==> src/rtl/wb_regfile.sv <==
`default_nettype none
// ============================================================================
//  Module   : wb_regfile
//  Purpose  : Write-back commit into the GPR file, two combinational read
//             ports, r0 hardwired to zero, retired-write counter.
//  Option   : define WB_BYPASS_EN to forward w_data_i to matching reads.
//  Revision : 1.0 - initial release
// ============================================================================
module wb_regfile #(
    parameter int DATA_W   = 32,
    parameter int ADDR_W   = 5,
    parameter int NUM_REGS = 32,
    parameter int CNT_W    = 32
) (
    input  logic              clk,
    input  logic              rst,
    input  logic              we_i,
    input  logic [ADDR_W-1:0] w_addr_i,
    input  logic [DATA_W-1:0] w_data_i,
    input  logic              re1_i,
    input  logic [ADDR_W-1:0] raddr1_i,
    output logic [DATA_W-1:0] rdata1_o,
    input  logic              re2_i,
    input  logic [ADDR_W-1:0] raddr2_i,
    output logic [DATA_W-1:0] rdata2_o,
    output logic [CNT_W-1:0]  wb_cnt_o,
    output logic [ADDR_W-1:0] wb_last_addr_o
);

`ifdef WB_BYPASS_EN
    localparam bit C_BYPASS = 1'b1;
`else
    localparam bit C_BYPASS = 1'b0;
`endif

    localparam logic [CNT_W-1:0] C_CNT_ONE = {{(CNT_W-1){1'b0}}, 1'b1};

    logic [DATA_W-1:0] regs_q [NUM_REGS];
    logic [CNT_W-1:0]  wb_cnt_q;
    logic [CNT_W-1:0]  wb_cnt_d;
    logic [ADDR_W-1:0] wb_last_addr_q;
    logic [ADDR_W-1:0] wb_last_addr_d;

    logic              w_commit;
    logic              w_re    [2];
    logic [ADDR_W-1:0] w_raddr [2];
    logic [DATA_W-1:0] w_rdata [2];

    // Only writes to a nonzero register while out of reset retire.
    assign w_commit = rst & we_i & (w_addr_i != '0);

    always_comb begin
        wb_cnt_d       = wb_cnt_q;
        wb_last_addr_d = wb_last_addr_q;
        if (w_commit) begin
            wb_cnt_d       = wb_cnt_q + C_CNT_ONE;
            wb_last_addr_d = w_addr_i;
        end
    end

    always_ff @(posedge clk) begin
        if (!rst) begin
            for (int i = 0; i < NUM_REGS; i++) begin
                regs_q[i] <= '0;
            end
            wb_cnt_q       <= '0;
            wb_last_addr_q <= '0;
        end else begin
            if (w_commit) begin
                regs_q[w_addr_i] <= w_data_i;
            end
            wb_cnt_q       <= wb_cnt_d;
            wb_last_addr_q <= wb_last_addr_d;
        end
    end

    assign w_re[0]    = re1_i;
    assign w_re[1]    = re2_i;
    assign w_raddr[0] = raddr1_i;
    assign w_raddr[1] = raddr2_i;

    generate
        for (genvar p = 0; p < 2; p++) begin : g_rd
            logic w_hit;

            assign w_hit = C_BYPASS & w_commit & (w_raddr[p] == w_addr_i);

            // Priority: reset, disabled port, r0, forwarded write, array.
            always_comb begin
                w_rdata[p] = '0;
                if (rst && w_re[p] && (w_raddr[p] != '0)) begin
                    if (w_hit) begin
                        w_rdata[p] = w_data_i;
                    end else begin
                        w_rdata[p] = regs_q[w_raddr[p]];
                    end
                end
            end
        end
    endgenerate

    assign rdata1_o       = w_rdata[0];
    assign rdata2_o       = w_rdata[1];
    assign wb_cnt_o       = wb_cnt_q;
    assign wb_last_addr_o = wb_last_addr_q;

endmodule
`default_nettype wire

==> config.mk <==
export PLATFORM = sky130hd
export DESIGN_NAME = wb_regfile
export DESIGN_NICKNAME = d
export VERILOG_FILES = /design/src/rtl/wb_regfile.sv
export SDC_FILE = /design/constraint.sdc
export NUM_CORES = 2
export LEC_CHECK = 0
export BUFFER_PORTS_ARGS = -buffer_cell sky130_fd_sc_hd__buf_4
export CORE_UTILIZATION = 30
export CTS_BUF_LIST = sky130_fd_sc_hd__clkbuf_8
export CTS_CLUSTER_SIZE = 40
export DETAILED_ROUTE_END_ITERATION = 6
export MAX_ROUTING_LAYER = met4
export PLACE_DENSITY_LB_ADDON = 0.3
export SLEW_MARGIN = 20
export SYNTH_ARGS = -nofsm -noshare
export SYNTH_HDL_FRONTEND = slang
export SYNTH_SLANG_ARGS = --single-unit
==> constraint.sdc <==
create_clock -name clk -period 4.6 [get_ports clk]
set_input_delay 0.69 -clock clk [delete_from_list [all_inputs] [get_ports clk]]
set_output_delay 0.69 -clock clk [all_outputs]
set_load 0.1 [all_outputs]
# Yosys cells after proc, flatten, opt, wreduce, memory -nomap -nowiden
# Memory sizes are Yosys's and may differ from the RTL's.
# Index checks and enable logic that the tools add are counted.
dict set report totals {
  latch_bits 0
  mem_bits_rw 1024
  output_inout_bits 101
  register_bits 37
  n_memories 1
  mem_bits_ro 0
  elab_cells 23
  in_bits 52
}
dict set report classes {
  eq_ne 0
  muxes 9
  addsub 1
  shifts 0
  reduce_logical 8
  order_cmp 0
  bitwise_logic 2
  div_mod_pow 0
  mul 0
}
# name words width read_ports rd_ports_with_merged_regs wr line
set mem_list {}
lappend mem_list {regs_q 32 32 2 0 32 38} ;# logic [DATA_W-1:0] regs_q [NUM_REGS];
# operator count
set op_table {}
lappend op_table {{32-bit 2-to-1 mux} 3}
lappend op_table {{32-bit by 1-bit adder with 32-bit output, second input constant} 1}
lappend op_table {{32-bit OR reduction} 1}
lappend op_table {{5-bit nonzero test} 3}
lappend op_table {{1-bit 2-to-1 mux} 5}
lappend op_table {{5-bit 2-to-1 mux} 1}
lappend op_table {{1-bit logical AND} 4}
lappend op_table {{1-bit AND} 2}

# Longest topological paths before layout
dict set report logic_depth {
  depth_word 7
  ltp_mapped 8
  mapped_depth_nobuf 4
}

# Worst setup path before layout
# No wires, ideal clock.
dict set report synth_path {
  path_type {input port to flip-flop}
  startpoint {in we_i}
  endpoint {mem regs_q[28][0], enable pin}
  cell_stages 5
  t_arrival_ps 3881
  setup_ps 466
  path_slack_ps 254
  required_ps 4134
  cell_sequence {and2_1 buf_2 or3b_1 buf_2 o21ai_0}
}
# item line
set synth_lines {}
lappend synth_lines {{start: declaration} 17} ;# input logic we_i,
lappend synth_lines {{end: declaration} 38}

==> metrics.md <==
| Metric | Value |
|---|---|
| Status | `finished clean` |
| Sequential Area | `31500 sq um` |
| Leading post-synthesis cells by cell area | `edfxtp_1 (55%), and2_1 (11%), mux4_2 (10%)` |
| Die area | `around 190000 sq um` |
| Post-route ant nets | `0` |
| Met2 Usage GRT | `a little over a third` |
| Peak Freq | `approximately 260 MHz` |
| Gates resized, CTS repair | `0` |
| I/O Pins | `153` |
| Met3 usage | `between 3 and 4%` |
| DRC | `0` |
| Power per Cell Area | `around 350 nW/um^2` |
| Clk buf depth | `3` |
| Yosys Warn Count | `0` |
| Seq/Total Area, Yosys | `roughly 56%` |
| Final setup vio count | `0` |
| Placeable Area | `between 150000 and 200000 sq um` |
| Worst Setup Path Type | `flip-flop to primary output` |
| Max-cap check violation count | `0` |
| Yosys top cell by area | `edfxtp_1` |
| Final Wtd Congestion | `~0.86` |
| Layout Skew | `0.0262 ns` |
| Detailed placer's ending HPWL | `~120000 microns` |
| Final min period | `between 3 and 4 ns` |
| CP delay by family, top | `multiplexers` |
| Final Cycle Share | `82.5%` |
| Critical path, cell by cell | `mux4_2, mux2_2, nand2_1, nand4_1, buf_4` |
| Distinct cells, synth | `45` |
| Violation count after the first detailed-routing iteration | `4234` |
| Setup crit start kind | `flip-flop` |
| Clock latency at the later pin of the worst-skew pair | `around 0.95 ns` |
| H-tree depth | `4` |
| Global-route wire length before repair | `289000 microns` |
| Min-Delay Endpoint | `wb_last_addr_o[1]` |
| Slew margin rel. | `33.8%` |
| Cells after synthesis | `4222` |
| Initial core utilization | `30.3%` |
| Area used by multi-input combinational logic | `23900 sq um` |
| Critical Path Max Stage Delay | `roughly 0.46 ns` |
| Num CTS Buffers | `between 150 and 200` |
| Crit path max-delay cell type | `mux4_2` |
| Worst flop-to-flop path startpoint | `wb_cnt_o[12]` |
| Vias in the first global route | `38700` |
| Actual slew at the worst max-slew pin | `around 1 ns` |
| Hold Path Cell Cnt | `3` |
| Core Util, Final | `between 30% and 40%` |
| Layout Area Growth over Synthesis | `16.1%` |
| Final WL | `a little over 200000 microns` |
| End of the worst register-to-register path | `wb_cnt_o[25]` |
| Hold path start | `w_addr_i[1]` |
| Critical Path End Type | `primary output` |
| CTS tree | `done` |
| Root buffer cell | `clkbuf_8` |
| Top-count cell post-synth | `edfxtp_1` |
| Die Ht | `approximately 440 microns` |
| Largest fanout on the critical path | `2` |
| Clock transition at path regs | `0.06 ns` |
| Synth top cells by count | `edfxtp_1 (1024), and2_1 (998), mux2i_1 (531)` |
| CP arrival | `about 3.1 ns` |
| Wire per inst | `29.6 microns` |
| Peak supply drop | `0.000276 V` |
| Largest net degree at the start of global routing | `65` |
| GRT overflow | `0` |
| Crit path buffers/inverters | `1` |
| IO buf count | `152` |
| Pleak | `23.5 nW` |
| Setup bufs post-CTS | `0` |
| M1 GR Usage | `27.1%` |
| Max Slew Vio Count | `0` |
| First-pass DRT Iterations | `6` |
| Row count | `roughly 160` |
| Top Usage Layer GRT | `met2` |
| DR vias/cell | `5.45` |
| Share of post-route cells with drive strength above 1 | `21.5%` |
| Power Total | `about 0.023 W` |
| RSZ-0062 raised after global routing | `false` |
| Syn_area_per_cell | `13.3 sq um` |
| Synth top area share | `between 50 and 60%` |
| Clock Sinks | `1061` |
| HP Class | `input port to flip-flop` |
| Initial antenna violation count | `20` |
| Vias | `about 38000` |
| Ys async rst share | `0%` |
| NumNets Final | `around 4400` |
| Area of the mapped netlist | `about 56000 sq um` |
| Hold Fails Final Rpt | `0` |
| Worst R2R Path Depth | `4` |
| Total global-route track usage | `between 20 and 25%` |
| Top FF cell, synth | `edfxtp_1` |
| EDFF count, synth | `between 1000 and 1500` |
| Die X | `435 microns` |
| Req. time, crit path | `between 3 and 4 ns` |
| Number of fillers in the final layout | `about 18000` |
| WHS | `about 0.07 ns` |
| Reg2Reg Setup Slack | `2.43 ns` |
| #FFs+latches synth | `around 1100` |
| Total Neg Setup Slack | `0 ns` |
==> routing by layer <==
layer | part of all wire (%) | vias to the layer above
met3 | 7.4 | 432
met2 | 48 | 1780
met5 | 0 | -
met1 | 40 | 19800
met4 | 4.6 | 0
li1 | - | 16100
==> kinds of logic (layout without fill, tap and decap cells) <==
kind of cell,Yosys count,count (layout),share of synthesized area [%]
other cells,1,54,0.00665
simple gates,1492,1492,15.4
mux,851,851,20.9
xor+xnor,3,3,0.0466
buf+inv,434,672,3.11
flops,1061,1061,55.9
fa+ha+maj,1,1,0.0222
compound gates,379,379,4.63
==> cells in the final DEF (no fill, tap or decap), types with 3 or more instances in the layout <==
master	n
clkinv_1	45
bufinv_16	8
diode_2	22
and2_1	996
a21oi_1	68
nor2_4	37
xor2_1	3
inv_1	64
nor2_1	8
buf_12	66
a22oi_1	258
inv_6	6
inv_12	4
clkbuf_8	194
conb_1	32
mux2i_1	531
dfxtp_1	37
and4_1	5
clkinv_2	23
edfxtp_1	1024
nand4_1	71
nand3_1	138
o41ai_1	5
nand2_1	172
nor2b_4	4
o21ai_0	4
o21ai_4	31
buf_4	250
nor4_1	16
mux2_2	64
nand3b_1	5
or3_1	3
clkinv_8	3
mux4_2	256
nand2b_1	18
o311ai_0	5
==> final cells by class <==
type / instances / share of cell area [%]
inverters: 8 / 0.0459
clock buffers: 194 / 4.08
repair buffers: 321 / 4.98
multi-input cells: 2758 / 36.5
flip-flops and latches: 1061 / 48.1
diodes: 22 / 0.0841
clock inverters: 149 / 1.42
well taps: 2480 / 4.74
==> per-stage QoR <==
stage	instance area (sq um)	std cells	setup WS, ns
after floorplan	56500	4253	0.254
after global placement	61800	6627	0.779
after detailed placement	61800	6627	0.793
after CTS	65400	6971	0.768
after global routing	65400	6981	0.747
final	65500	6993	0.806
==> sequential cells by signal (all words and copies together), names as in the netlist <==
| name | count |
|---|---|
| wb_cnt_o | 32 |
| wb_last_addr_o | 5 |
| regs_q | 1024 |
==> power by group <==
part	total (W)	switching [W]	internal, W
combinational	0.00291	0.00189	0.00102
clock	0.00872	0.00431	0.00441
sequential	0.0114	0.000261	0.0111
==> timing repair <==
item                       in CTS  in global routing
setup endpoints to repair       0                  0
hold buffers                    1                  0
hold endpoints to repair        1                  0
==> worst max-delay path by stage <==
stage | slack [ns] | startpoint | to | depth (start not counted)
after floorplan | 0.25 | we_i | regs_q[28][0] | 5
after global routing | 0.75 | raddr1_i[0] | rdata1_o[10] | 6
after CTS | 0.77 | regs_q[0][15] | rdata2_o[15] | 5
after detailed placement | 0.79 | raddr2_i[1] | rdata2_o[13] | 7
after global placement | 0.78 | raddr2_i[1] | rdata2_o[13] | 7
final | 0.81 | regs_q[3][15] | rdata2_o[15] | 5
==> worst register-to-register path, delay by kind of cell (launching register included) <==
| kind | cells | cell delay [ns] |
|---|---|---|
| flip-flops | 1 | 0.44 |
| AND/OR/NAND/NOR | 3 | 1.47 |
| multiplexers | 1 | 0.22 |
No activity file was read; power rests on OpenSTA's default activity.
